==> config.mk <==
export PLATFORM = sky130hd
export DESIGN_NAME = channel_scanner
export DESIGN_NICKNAME = d
export VERILOG_FILES = /design/src/rtl/channel_scanner.sv
export SDC_FILE = /design/constraint.sdc
export NUM_CORES = 1
export LEC_CHECK = 0
export BUFFER_PORTS_ARGS = -buffer_cell sky130_fd_sc_hd__clkbuf_2
export CAP_MARGIN = 0
export CORE_MARGIN = 8
export CORE_UTILIZATION = 45
export CTS_BUF_LIST = sky130_fd_sc_hd__clkbuf_8
export CTS_CLUSTER_SIZE = 16
export DETAILED_ROUTE_END_ITERATION = 16
export PLACE_DENSITY = 0.74
export SLEW_MARGIN = 25
export SYNTH_ARGS = -nofsm -noshare
export SYNTH_HDL_FRONTEND = slang
export SYNTH_SLANG_ARGS = --single-unit
==> constraint.sdc <==
create_clock -name clk -period 1.63 [get_ports clk]
set_input_delay 0.0815 -clock clk [delete_from_list [all_inputs] [get_ports clk]]
set_output_delay 0.0815 -clock clk [all_outputs]
set_load 0.05 [all_outputs]
==> src/rtl/channel_scanner.sv <==
// Scans a 4:1 mux one channel at a time (settle, then sample) and assembles
// a 4-bit frame delivered through a valid/ready holding register.
module channel_scanner #(
   parameter int unsigned SETTLE_CYC = 2
) (
   input  logic       clk,
   input  logic       rst,
   input  logic       start,
   input  logic       continuous,
   input  logic       abort,
   input  logic       y_in,
   output logic       s1,
   output logic       s0,
   output logic [3:0] frame_data,
   output logic       frame_valid,
   input  logic       frame_ready,
   output logic       busy,
   output logic       overrun
);

   localparam int unsigned CNT_W = 4;
   localparam int unsigned CH_W  = 2;
   localparam logic [CNT_W-1:0] CNT_LAST = CNT_W'(SETTLE_CYC - 1);
   localparam logic [CH_W-1:0]  CH_LAST  = CH_W'(3);

   typedef enum logic [1:0] {
      IDLE   = 2'd0,
      SETTLE = 2'd1,
      SAMPLE = 2'd2
   } state_t;

   state_t            state_q, state_d;
   logic [CH_W-1:0]   ch_q, ch_d;
   logic [CNT_W-1:0]  cnt_q, cnt_d;
   logic [3:0]        part_q, part_d;
   logic [3:0]        frame_data_q, frame_data_d;
   logic              frame_valid_q, frame_valid_d;
   logic              overrun_q, overrun_d;
   logic              busy_q, busy_d;
   logic              frame_done;
   logic [3:0]        new_frame;

   // Scan sequencing and frame handoff
   always_comb begin
      state_d       = state_q;
      ch_d          = ch_q;
      cnt_d         = cnt_q;
      part_d        = part_q;
      frame_data_d  = frame_data_q;
      frame_valid_d = frame_valid_q;
      overrun_d     = overrun_q;
      frame_done    = 1'b0;
      new_frame     = {y_in, part_q[2:0]};

      case (state_q)
         IDLE: begin
            if (start) begin
               state_d = SETTLE;
               ch_d    = '0;
               cnt_d   = '0;
               part_d  = '0;
            end
         end
         SETTLE: begin
            if (abort) begin
               state_d = IDLE;
               ch_d    = '0;
               cnt_d   = '0;
               part_d  = '0;
            end else begin
               cnt_d = cnt_q + 4'd1;
               if (cnt_q == CNT_LAST) state_d = SAMPLE;
            end
         end
         SAMPLE: begin
            cnt_d = '0;
            if (abort) begin
               state_d = IDLE;
               ch_d    = '0;
               part_d  = '0;
            end else if (ch_q != CH_LAST) begin
               part_d[ch_q] = y_in;
               ch_d         = ch_q + 2'd1;
               state_d      = SETTLE;
            end else begin
               frame_done = 1'b1;
               part_d     = '0;
               ch_d       = '0;
               state_d    = continuous ? SETTLE : IDLE;
            end
         end
         default: begin
            state_d = IDLE;
            ch_d    = '0;
            cnt_d   = '0;
            part_d  = '0;
         end
      endcase

      // A completed frame may replace a held one only when it is being accepted
      if (frame_done) begin
         if (!frame_valid_q) begin
            frame_data_d  = new_frame;
            frame_valid_d = 1'b1;
         end else if (frame_ready) begin
            frame_data_d  = new_frame;
         end else begin
            overrun_d     = 1'b1;
         end
      end else if (frame_valid_q && frame_ready) begin
         frame_valid_d = 1'b0;
      end

      busy_d = (state_d != IDLE);
   end

   always_ff @(posedge clk) begin
      if (rst) begin
         state_q       <= IDLE;
         ch_q          <= '0;
         cnt_q         <= '0;
         part_q        <= '0;
         frame_data_q  <= '0;
         frame_valid_q <= 1'b0;
         overrun_q     <= 1'b0;
         busy_q        <= 1'b0;
      end else begin
         state_q       <= state_d;
         ch_q          <= ch_d;
         cnt_q         <= cnt_d;
         part_q        <= part_d;
         frame_data_q  <= frame_data_d;
         frame_valid_q <= frame_valid_d;
         overrun_q     <= overrun_d;
         busy_q        <= busy_d;
      end
   end

   assign s1          = ch_q[1];
   assign s0          = ch_q[0];
   assign frame_data  = frame_data_q;
   assign frame_valid = frame_valid_q;
   assign overrun     = overrun_q;
   assign busy        = busy_q;

endmodule

==> flow_metrics.tcl <==
set metrics [dict create \
    status "finished, final reports clean" \
    synth-seq-cells 18 \
    r2r_slack_ps 180 \
    cts_hold_buf 0 \
    route.detailed.drc 0 \
    dominantRegCellSynth "dfxtp_1" \
    cts_sinks 18 \
    wirelength_mm 2.02 \
    grt_max_degree 19 \
    die_area_sq_um 3850 \
    hp-class "in -> reg" \
    first_pass_iters 3 \
    cts_buffer_depth 2 \
    drv_slew 0 \
    hold_path.startpoint "y_in" \
    grt_setup_unrepaired "no" \
    critical_path.max_fanout 5 \
    wl_met2_microns 953 \
    postLayoutCellArea_sq_um 1110 \
    numCtsBuffers 3 \
    nFillCells 186 \
    whs_ps 113 \
    io_pins 16 \
    synthArstFlopShare 0 \
    place_hpwl_mm 1.53 \
    synth_edf_count 0 \
    clk_latency_ps 250 \
    max_stage_delay_ps 360 \
    syn_nets 110 \
    place_area_sq_um 1060 \
    fin_cells 141 \
    slew_headroom 0.712 \
    ir_worst_vdd_v 0.000464 \
    hold_depth 3 \
    ys_seq_area_frac 0.378 \
    setup_viol 0 \
    worstSetupEndpointType "flop" \
    syn_inst 97 \
    htree_levels 1 \
    rows 16 \
    wl_per_cell_microns 14.3 \
    top_layer_used "met4" \
    die_h_microns 62.0 \
    portBuffers 15 \
    gr-usage-all-layers 0.118 \
    crit_required_ps 1790 \
    holdPathEnd "frame_data[3]$_SDFFE_PP0P_" \
    vias 742 \
    antenna_left 0 \
    area_delta_synth_final_pct 16.5 \
    fin_tns_setup_ps 0 \
    num_antenna_cells 0 \
    power_density_nw_per_um2 858 \
    skew_ps 2.91 \
    startpoint_type "flop" \
    core_area_sq_um 1980 \
    wirelength_met1_microns 971 \
    ys_types 37 \
    reg2reg_from "ch_q[0]$_SDFFE_PP0P_" \
    max_freq_ghz 0.688 \
    clock-root-buffer "clkbuf_8" \
    worstPathArrival_ps 1610 \
    dpl.cell_count 137 \
    yosysWarnings 0 \
    reg2regPathDepth 5 \
    nets 128 \
    fin_crit_ps 1450 \
    grt_overflow 0 \
    critical_path.top_delay_family "simple AND/OR/NAND/NOR gates" \
    initial_core_util 0.481 \
    first_global_vias 767 \
    max_cap_viol_count 0 \
    slowest_stage "dfxtp_2" \
    via_per_inst 5.26 \
    rr_endpoint "ch_q[1]$_SDFFE_PP0P_" \
    crit_type "reg -> reg" \
    synth_area_sq_um 953 \
    cts_resized 0 \
    drt_iter0_markers 19 \
    grt_pass1_wl_mm 3.33 \
    tritoncts "done" \
    drive_above_1_share 0.307 \
    clk_pin_slew_worst_paths_ps 70 \
    cp.buffers_inverters 1 \
    tightest_slew_ps 432 \
    met3_length_microns 60 \
    syn_area_per_cell_sq_um 9.83 \
    layout_worst_path_cycle_share 0.892 \
    grt_antenna_before_repair 0 \
    power_leakage_nw 0.412 \
    post_cts_buffers 0 \
    die_x_microns 62.0 \
    crit_chain "inv_1 > ha_1 > nor4bb_4 > nor3_2 > a311oi_2" \
    place_congestion 0.806 \
    hold_viol_final 0 \
]
[metal layers]
layer / vias up / global-route usage
met1: 350 / 0.134
met4: 0 / 0.0617
li1: 377 / -
met2: 11 / 0.196
met5: - / 0
met3: 4 / 0.0309
[Yosys cell counts (2+ instances only)]
library cell	count	area, sq um
dfxtp_1	18	360
a21oi_1	7	35.0
inv_1	7	26.3
nand3_1	7	35.0
ha_1	6	75.1
nor2_1	6	22.5
nand2b_1	5	31.3
o21ai_1	4	20.0
nand2_1	3	11.3
o32ai_1	3	26.3
a22oi_1	2	15.0
clkbuf_1	2	7.51
nor2b_1	2	12.5
o31ai_1	2	15.0
[placed cells by master (no fill, tap or decap), types with 2 or more instances in the layout]
cell type / n
a21oi_1: 7
a22oi_1: 2
buf_4: 2
clkbuf_2: 15
clkbuf_8: 4
dfxtp_1: 16
dfxtp_2: 2
ha_1: 6
inv_1: 7
nand2_1: 3
nand2b_1: 5
nand3_1: 7
nor2_1: 6
nor2b_1: 2
o21ai_1: 4
o31ai_1: 2
o32ai_1: 3
[worst min-delay path, stage by stage]
cell and delay (ps):
clkbuf_2 110, nand3_1 70, a21oi_1 60
[state kept, by name, indices dropped and copies added (netlist names)]
signal       cells
busy             1
frame_valid      1
cnt_q            4
part_q           3
overrun          1
state_q          2
ch_q             2
frame_data       4
[power breakdown]
group | leakage [nW] | switching [mW] | internal (mW)
Combinational | 0.236 | 0.0693 | 0.0505
Sequential | 0.147 | 0.0155 | 0.451
Clock | 0.0288 | 0.153 | 0.215
[cell families after synthesis]
logic type	count (synthesis)	share of synthesized area
AOI/OAI and AO/OA	23	0.167
xor gates and xnor gates	2	0.0184
adders and majority gates	6	0.0787
buffers and inverters	11	0.0525
DFF	18	0.378
muxes	2	0.0249
and+or+nand+nor	35	0.281
[final cells by class]
cell class | count | area, sq um | area share
clock buffers | 4 | 55.1 | 0.0495
inverters | 7 | 26.3 | 0.0236
multi-input cells | 68 | 543 | 0.489
flip-flops and latches | 18 | 363 | 0.327
well taps | 27 | 33.8 | 0.0304
repair buffers | 17 | 90.1 | 0.0811
[how the worst max path moves through the flow]
stage,startpoint,cells past startpoint,end
finish,ch_q[0]$_SDFFE_PP0P_,5,ch_q[1]$_SDFFE_PP0P_
global route,ch_q[0]$_SDFFE_PP0P_,5,ch_q[1]$_SDFFE_PP0P_
CTS,ch_q[1]$_SDFFE_PP0P_,5,ch_q[1]$_SDFFE_PP0P_
detailed placement,ch_q[1]$_SDFFE_PP0P_,5,ch_q[1]$_SDFFE_PP0P_
global placement,ch_q[1]$_SDFFE_PP0P_,5,part_q[0]$_SDFFE_PP0P_
floorplan,ch_q[1]$_SDFFE_PP0P_,5,ch_q[1]$_SDFFE_PP0P_
[metrics by stage]
stage                     worst slack [ps]   util  total power [mW]
after floorplan                       56.2      -             0.565
after global placement                 226  0.533             0.592
after detailed placement               185  0.533             0.597
after CTS                              156  0.561             0.956
after global routing                  79.2  0.561             0.995
final                                  176  0.561             0.953
No activity file was read; power rests on OpenSTA's default activity.
